--- config.mk ---
export PLATFORM = sky130hd
export DESIGN_NAME = flash_spi_ctrl
export DESIGN_NICKNAME = d
export VERILOG_FILES = /design/src/rtl/flash_spi_pkg.sv /design/src/rtl/spi_shift8.sv /design/src/rtl/flash_spi_ctrl.sv
export SDC_FILE = /design/constraint.sdc
export NUM_CORES = 1
export LEC_CHECK = 0
export BUFFER_PORTS_ARGS = -buffer_cell sky130_fd_sc_hd__buf_2
export CORE_MARGIN = 2
export CORE_UTILIZATION = 25
export DETAILED_ROUTE_END_ITERATION = 7
export PLACE_DENSITY_LB_ADDON = 0.15
export SLEW_MARGIN = 20
export SYNTH_ARGS = -nofsm -noshare
export SYNTH_HDL_FRONTEND = slang
export SYNTH_SLANG_ARGS = --single-unit
export TNS_END_PERCENT = 50
--- constraint.sdc ---
create_clock -name clk -period 1.8 [get_ports clk]
set_input_delay 0.09 -clock clk [delete_from_list [all_inputs] [get_ports clk]]
set_output_delay 0.09 -clock clk [all_outputs]
set_load 0.02 [all_outputs]
--- src/rtl/flash_spi_pkg.sv ---
// Shared constants and types for the flash SPI master port.
// Optional idle-read dummy fetch is enabled by FLASH_SPI_READ_TRIGGER_EN.
package flash_spi_pkg;

  localparam int unsigned BYTE_W = 8;
  localparam int unsigned CNT_W  = 4;

  localparam logic [BYTE_W-1:0] CS_ADDR_DEF   = 8'h01;
  localparam logic [BYTE_W-1:0] DATA_ADDR_DEF = 8'h02;
  localparam logic [BYTE_W-1:0] DUMMY_BYTE    = 8'hFF;

  // Last phase index of a byte: 8 bits x 2 phases
  localparam logic [CNT_W-1:0] LAST_CNT = CNT_W'(2 * BYTE_W - 1);

  typedef enum logic {
    IDLE  = 1'b0,
    SHIFT = 1'b1
  } spi_state_e;

endpackage

--- src/rtl/spi_shift8.sv ---
// 8-bit SPI mode-0 shifter, MSB first, one bit per two clk cycles.
module spi_shift8
  import flash_spi_pkg::*;
(
  input  logic              clk,
  input  logic              rst_n,
  input  logic              start,
  input  logic [BYTE_W-1:0] tx,
  input  logic              miso,
  output logic              busy,
  output logic [BYTE_W-1:0] rx,
  output logic              sclk,
  output logic              mosi
);

  spi_state_e        state_q, state_d;
  logic [CNT_W-1:0]  cnt_q, cnt_d;
  logic [BYTE_W-1:0] tx_q, tx_d;
  logic [BYTE_W-2:0] rxsh_q, rxsh_d;
  logic [BYTE_W-1:0] rx_q, rx_d;
  logic              sclk_q, sclk_d;
  logic              mosi_q, mosi_d;

  always_ff @(posedge clk or negedge rst_n) begin
    if (!rst_n) begin
      state_q <= IDLE;
      cnt_q   <= '0;
      tx_q    <= DUMMY_BYTE;
      rxsh_q  <= '1;
      rx_q    <= '1;
      sclk_q  <= 1'b0;
      mosi_q  <= 1'b1;
    end else begin
      state_q <= state_d;
      cnt_q   <= cnt_d;
      tx_q    <= tx_d;
      rxsh_q  <= rxsh_d;
      rx_q    <= rx_d;
      sclk_q  <= sclk_d;
      mosi_q  <= mosi_d;
    end
  end

  // Even phase counts are the low half of a bit, odd ones the high half
  always_comb begin
    state_d = state_q;
    cnt_d   = cnt_q;
    tx_d    = tx_q;
    rxsh_d  = rxsh_q;
    rx_d    = rx_q;
    sclk_d  = sclk_q;
    mosi_d  = mosi_q;
    case (state_q)
      IDLE: begin
        if (start) begin
          state_d = SHIFT;
          cnt_d   = '0;
          sclk_d  = 1'b0;
          mosi_d  = tx[BYTE_W-1];
          tx_d    = {tx[BYTE_W-2:0], 1'b0};
        end
      end
      SHIFT: begin
        cnt_d = cnt_q + CNT_W'(1);
        if (!cnt_q[0]) begin
          sclk_d = 1'b1;
        end else begin
          sclk_d = 1'b0;
          rxsh_d = {rxsh_q[BYTE_W-3:0], miso};
          if (cnt_q == LAST_CNT) begin
            // MOSI keeps the last bit sent while idle
            state_d = IDLE;
            rx_d    = {rxsh_q, miso};
          end else begin
            mosi_d = tx_q[BYTE_W-1];
            tx_d   = {tx_q[BYTE_W-2:0], 1'b0};
          end
        end
      end
      default: state_d = IDLE;
    endcase
  end

  assign busy = (state_q == SHIFT);
  assign rx   = rx_q;
  assign sclk = sclk_q;
  assign mosi = mosi_q;

endmodule

--- src/rtl/flash_spi_ctrl.sv ---
// Memory-mapped SPI master for the configuration/ROM flash: CS/status and data registers.
// Define FLASH_SPI_READ_TRIGGER_EN to make idle data-register reads fetch the next byte.
module flash_spi_ctrl
  import flash_spi_pkg::*;
#(
  parameter logic [BYTE_W-1:0] CS_ADDR   = CS_ADDR_DEF,
  parameter logic [BYTE_W-1:0] DATA_ADDR = DATA_ADDR_DEF
) (
  input  logic              clk,
  input  logic              rst_n,
  input  logic [BYTE_W-1:0] addr,
  input  logic              rd,
  input  logic              wr,
  input  logic [BYTE_W-1:0] din,
  output logic [BYTE_W-1:0] dout,
  output logic              oe_n,
  output logic              flash_cs_n,
  output logic              flash_clk,
  output logic              flash_di,
  input  logic              flash_do
);

  logic              cs_sel, data_sel;
  logic              wr_cs, wr_data;
  logic              wr_cs_q, wr_data_q;
  logic              wr_cs_fire, wr_data_fire;
  logic              cs_n_q;
  logic              busy;
  logic              start;
  logic [BYTE_W-1:0] tx;
  logic [BYTE_W-1:0] rx;

  assign cs_sel   = (addr == CS_ADDR);
  assign data_sel = (addr == DATA_ADDR);
  assign wr_cs    = wr & cs_sel;
  assign wr_data  = wr & data_sel;

  assign wr_cs_fire   = wr_cs & ~wr_cs_q;
  assign wr_data_fire = wr_data & ~wr_data_q;

  // Strobe history for edge qualification, plus the chip-select register
  always_ff @(posedge clk or negedge rst_n) begin
    if (!rst_n) begin
      wr_cs_q   <= 1'b0;
      wr_data_q <= 1'b0;
      cs_n_q    <= 1'b1;
    end else begin
      wr_cs_q   <= wr_cs;
      wr_data_q <= wr_data;
      if (wr_cs_fire) begin
        cs_n_q <= din[0];
      end
    end
  end

`ifdef FLASH_SPI_READ_TRIGGER_EN
  logic rd_data, rd_data_q, rd_data_fire;

  assign rd_data      = rd & data_sel;
  assign rd_data_fire = rd_data & ~rd_data_q;

  always_ff @(posedge clk or negedge rst_n) begin
    if (!rst_n) begin
      rd_data_q <= 1'b0;
    end else begin
      rd_data_q <= rd_data;
    end
  end

  // A write wins over a simultaneous read trigger
  assign start = (wr_data_fire | rd_data_fire) & ~busy;
  assign tx    = wr_data_fire ? din : DUMMY_BYTE;
`else
  assign start = wr_data_fire & ~busy;
  assign tx    = din;
`endif

  spi_shift8 u_shift (
    .clk   (clk),
    .rst_n (rst_n),
    .start (start),
    .tx    (tx),
    .miso  (flash_do),
    .busy  (busy),
    .rx    (rx),
    .sclk  (flash_clk),
    .mosi  (flash_di)
  );

  assign flash_cs_n = cs_n_q;
  assign oe_n       = ~(rd & (cs_sel | data_sel));

  // Read mux merged into the CPU bus; idles high when not driving
  always_comb begin
    dout = '1;
    if (!oe_n) begin
      if (cs_sel) begin
        dout = {6'b0, busy, cs_n_q};
      end else begin
        dout = rx;
      end
    end
  end

endmodule

# Yosys cells after proc, flatten, opt, wreduce, memory -nomap -nowiden
# Index checks and enable logic that the tools add are counted.
# word_totals
register_bits	33
output_inout_bits	12
word_cells	50
# classes
n_mux	19
bitwise_logic	11
reduce_logical	3
eq_ne	6
add_sub_neg	1
# ops
op	count
$mux W8	5
$pmux W8 S2	1
$eq A8 B1 Y1 const B	1
$eq A8 B2 Y1 const B	1
$mux W1	8
$pmux W4 S2	1
$and A1 B1 Y1	6
$ne A2 B2 Y1 const B	3
$pmux W1 S2	3
$reduce_and A3 Y1	2
$add A4 B1 Y4 const B	1
$eq A4 B4 Y1 const B	1
$mux W4	1
$not A1 Y1	4
$reduce_and A2 Y1	1
$or A1 B1 Y1	1

# Depth between registers and ports, before layout
# depth
word_depth	6
ltp_mapped	6

# Cells and area by module
# Synthesis repeated with hierarchy kept, for this count alone.
# hier_totals
cells_unflattened	114
hier_area_um2	1551.5
# by_module_without_submodules
mod	area_per_inst_um2	cells_per_inst	instances
spi_shift8	1286.2	79	1
flash_spi_ctrl	265.3	35	1

# Worst setup path after synthesis
# No wires, ideal clock.
# synth_path
path_kind	register -> register
startpoint	register, netlist name u_shift.sclk
endpoint	register u_shift.mosi_q (netlist: u_shift.mosi)
arrival_ps	1604
path_slack_ps	114
setup_time_ps	82
path_stages_with_launch	5
required_time_ps	1718
cell_sequence	dfrtp_1 -> ha_1 -> nand3_1 -> a31oi_4 -> mux2_2
# synth_lines
item	line	source
end signal, assigned	spi_shift8.sv:40	mosi_q <= mosi_d;
end, declared	spi_shift8.sv:22	logic mosi_q, mosi_d;

# Worst setup path after layout
# layout_path
startpoint	register u_shift.cnt_q[1]
endpoint	register u_shift.tx_q[7]
# layout_via
elab_chain_len	3
# layout_lines
item	line	source
start, declared	spi_shift8.sv:17	logic [CNT_W-1:0] cnt_q, cnt_d;
start signal, assigned	spi_shift8.sv:35	cnt_q <= cnt_d;
$eq A4 B4 Y1	spi_shift8.sv:70	if (cnt_q == LAST_CNT) begin
$ne A2 B2 Y1 (no source line)	--	
$reduce_and A3 Y1 (no source line)	--	
end signal, assigned	spi_shift8.sv:36	tx_q <= tx_d;
end, declared	spi_shift8.sv:18	logic [BYTE_W-1:0] tx_q, tx_d;
# Every way passes these cells.
# A chain may end at the register's enable or synchronous reset.

==> summary.txt <==
Status
  • Status: finished, final reports clean

Synth
  • Syn Area/Cell: 12.95 um2
  • Post-Synth Simple-Gate Area: 0.09659
  • Top cell type's share of synthesized area: 0.4371
  • Synth warn: 0
  • Count of cell types in the netlist: 27
  • Register bit total from synthesis: 32
  • Mapped Cells: 116
  • Dominant cells by area after synthesis: dfstp_2 (44%), mux2_2 (24%), dfrtp_1 (12%), nand2_1 (2.5%), o21ai_0 (2.0%)
  • Sequential area share after synthesis: 0.5537
  • Post-Synth XOR/XNOR Area: 0.01749
  • Post-Syn Area: 0.001503 mm2
  • Commonest cells in the netlist: mux2_2 (32), dfstp_2 (25), nand2_1 (10)
  • Synthesized-area fraction occupied by adder cells: 0.008326
  • Synth Area in Compound Gates: 0.05495
  • Main combinational cell family by area after synthesis: multiplexers
  • Synth Flop Type: dfstp_2
  • Post-synth top area cell: dfstp_2
  • Synthesized net count: 138
  • Async SR Flop Fraction: 1.000
  • Mux contribution to synthesized area: 0.2465
  • Number of synthesized flops with an enable pin: 0
  • Top-count cell post-synth: mux2_2

Floorplan
  • Initial core utilization: 0.2568
  • Die Wd: 81.53 um
  • DIE AREA: 0.006647 mm2
  • Core outline area: 0.005851 mm2
  • Row cnt: 28
  • DIE HEIGHT: 81.53 um
  • IO Pins: 33

Finish
  • Share of post-route cells with drive strength above 1: 0.6645
  • Diode count: 0
  • Non-filler cells, final: 230
  • Area Growth Syn to Fin: 24.48%
  • Post-route design area: 0.001871 mm2
  • FILL cells: 602
  • Fin nets: 176

STA
  • Hold WS: 0.06858 ns
  • Worst-margin pin slew: 0.7185 ns
  • Final slew viol count: 0
  • Fin Clk Skew: 0.004640 ns
  • Slew HR: 0.5210
  • Final min period: 1.562 ns
  • Tcrit/Tclk final: 0.8680
  • Setup TNS: 0 ns
  • Unrepaired setup endpoints after global routing: no
  • Hold Vio Cnt, Final: 0
  • Final setup vio count: 0
  • Fmax: 640.0 MHz

Power
  • Pwr Density: 1243 mW/mm2
  • Combinational share of power: 0.218
  • Clk pwr share: 0.284
  • Leak Pwr: 0.7671 nW
  • Register share of total power: 0.498
  • Sw power: 603.6 uW
  • Switch share: 0.2595
  • P_int: 1.722 mW
  • VDD IR max: 0.0004040 V

Placement
  • Cell area after placement: 0.001753 mm2
  • Dpl hpwl: 2078 um
  • Final Wtd Congestion: 0.6894
  • # port buffers: 32
  • # placed instances: 221

Routing
  • Routed vias/inst: 4.413
  • Metal1 wirelength: 1292 um
  • Initial drt markers: 42
  • Met2 wire len: 1446 um
  • Via count: 1015
  • Number of nets with antenna violations after routing: 0
  • First-pass DRT Iterations: 4
  • Detailed-route wire length per cell: 12.66 um
  • Final Routed Wirelength: 2911 um
  • DR top layer: met4
  • Residual DRC: 0
  • Met3 routed WL: 146 um

GRT
  • Total grt overflow: 0
  • Vias in the first global route: 1044
  • Total Routing Usage GR: 0.09719
  • Antenna violations before repair: 0
  • First-pass GRT wire length: 4843 um
  • Largest net degree at the start of global routing: 33

Clock network
  • Root Buffer: clkbuf_8
  • H-tree levels: 2
  • CTS Buf Count: 5
  • Post CTS Setup Buffer Count: 0
  • Clock-pin slew on the worst setup and hold paths: 0.06 ns
  • Clk_lat worst skew: 0.27 ns
  • Clock Path Buffers: 2
  • CTS tree: done
  • Sink Count: 32

Worst setup path
  • WP data required: 2.00 ns
  • Crit path kind: reg -> reg
  • Startpoint Class: flop
  • Crit. End Element: flop
  • CP max FO: 9
  • WP data arrival: 1.76 ns

Worst hold path
  • Worst Hold Class: in -> reg

Flow run
  • # Max-Cap Violations: 0
## power groups by stage
stage               combinational, mW  clock, mW  sequential (mW)
detailed placement              0.517          0             1.17
floorplan                       0.334          0             1.18
CTS                             0.520      0.686             1.16
global placement                0.494          0             1.16
global route                    0.569      0.720             1.18
finish                          0.507      0.661             1.16
## critical path, cell delays in order (launching register included)
cell	delay, ns
dfrtp_1	0.37
ha_1	0.18
nand3_1	0.18
a31oi_4	0.39
mux2_2	0.38
## final cells by class
type / count / area [um2] / share of cell area
Tap cell: 75 / 93.84 / 0.05017
Multi-Input combinational cell: 78 / 636.9 / 0.3405
Sequential cell: 32 / 832.0 / 0.4448
Clock inverter: 2 / 35.03 / 0.01873
Timing Repair Buffer: 37 / 200.2 / 0.1070
Clock buffer: 6 / 72.57 / 0.03880
## metrics by stage
step                setup WS (ns)    util  total power [mW]
floorplan                  0.1136       -             1.510
global placement           0.2740  0.2996             1.657
detailed placement         0.2224  0.2996             1.685
CTS                        0.2151  0.3197             2.362
global route               0.1269  0.3197             2.474
finish                     0.2376  0.3197             2.326
## routing by layer
layer,GRT usage,vias up
li1,-,482
met1,0.1150,505
met2,0.1680,23
met3,0.02967,5
met4,0.03051,0
met5,0,-
## layout by cell type, fill, tap and decap left out, types with 2 or more instances in the layout
cell / netlist / layout
buf_2: 0 / 32
buf_4: 1 / 4
clkbuf_8: 0 / 5
dfrtp_1: 7 / 7
dfstp_2: 25 / 25
mux2_2: 32 / 32
nand2_1: 10 / 10
nand2b_1: 2 / 2
nand3_1: 2 / 2
nor2_1: 7 / 7
nor3_1: 2 / 2
o21ai_0: 6 / 6
o22ai_1: 2 / 2
xor2_1: 2 / 2
## final timing paths
path                                   endpoint  slack, ns  cells past startpoint              from
worst min-delay path              u_shift.rx[0]       0.07                      2          flash_do
worst min register to register  u_shift.tx_q[0]       0.50                      1   u_shift.tx_q[0]
worst max-delay path            u_shift.tx_q[7]       0.24                      4  u_shift.cnt_q[1]
worst max register to register  u_shift.tx_q[7]       0.24                      4  u_shift.cnt_q[1]
max in group asynchronous          u_shift.sclk       0.95                      2             rst_n
min in group asynchronous             wr_data_q       0.40                      2             rst_n
## state kept, by name (all words and copies together), names as in the netlist
| register | cells |
|---|---|
| flash_cs_n | 1 |
| u_shift.busy | 1 |
| u_shift.cnt_q | 3 |
| u_shift.mosi | 1 |
| u_shift.rx | 8 |
| u_shift.rxsh_q | 7 |
| u_shift.sclk | 1 |
| u_shift.tx_q | 8 |
| wr_cs_q | 1 |
| wr_data_q | 1 |
## repair_timing
action | in CTS | in global routing
hold endpoints to repair | 7 | 0
hold buffers | 1 | 0
resized for setup | 0 | 0
endpoints found under the setup margin | 0 | 0
## kinds of logic (layout without fill, tap and decap cells)
family | after synthesis | after routing
simple gates | 30 | 30
fa+ha+maj | 1 | 1
flops | 32 | 32
xor+xnor | 3 | 3
mux | 33 | 33
compound gates | 11 | 11
buf+inv | 6 | 45
Power figures use the tool's default switching activity.
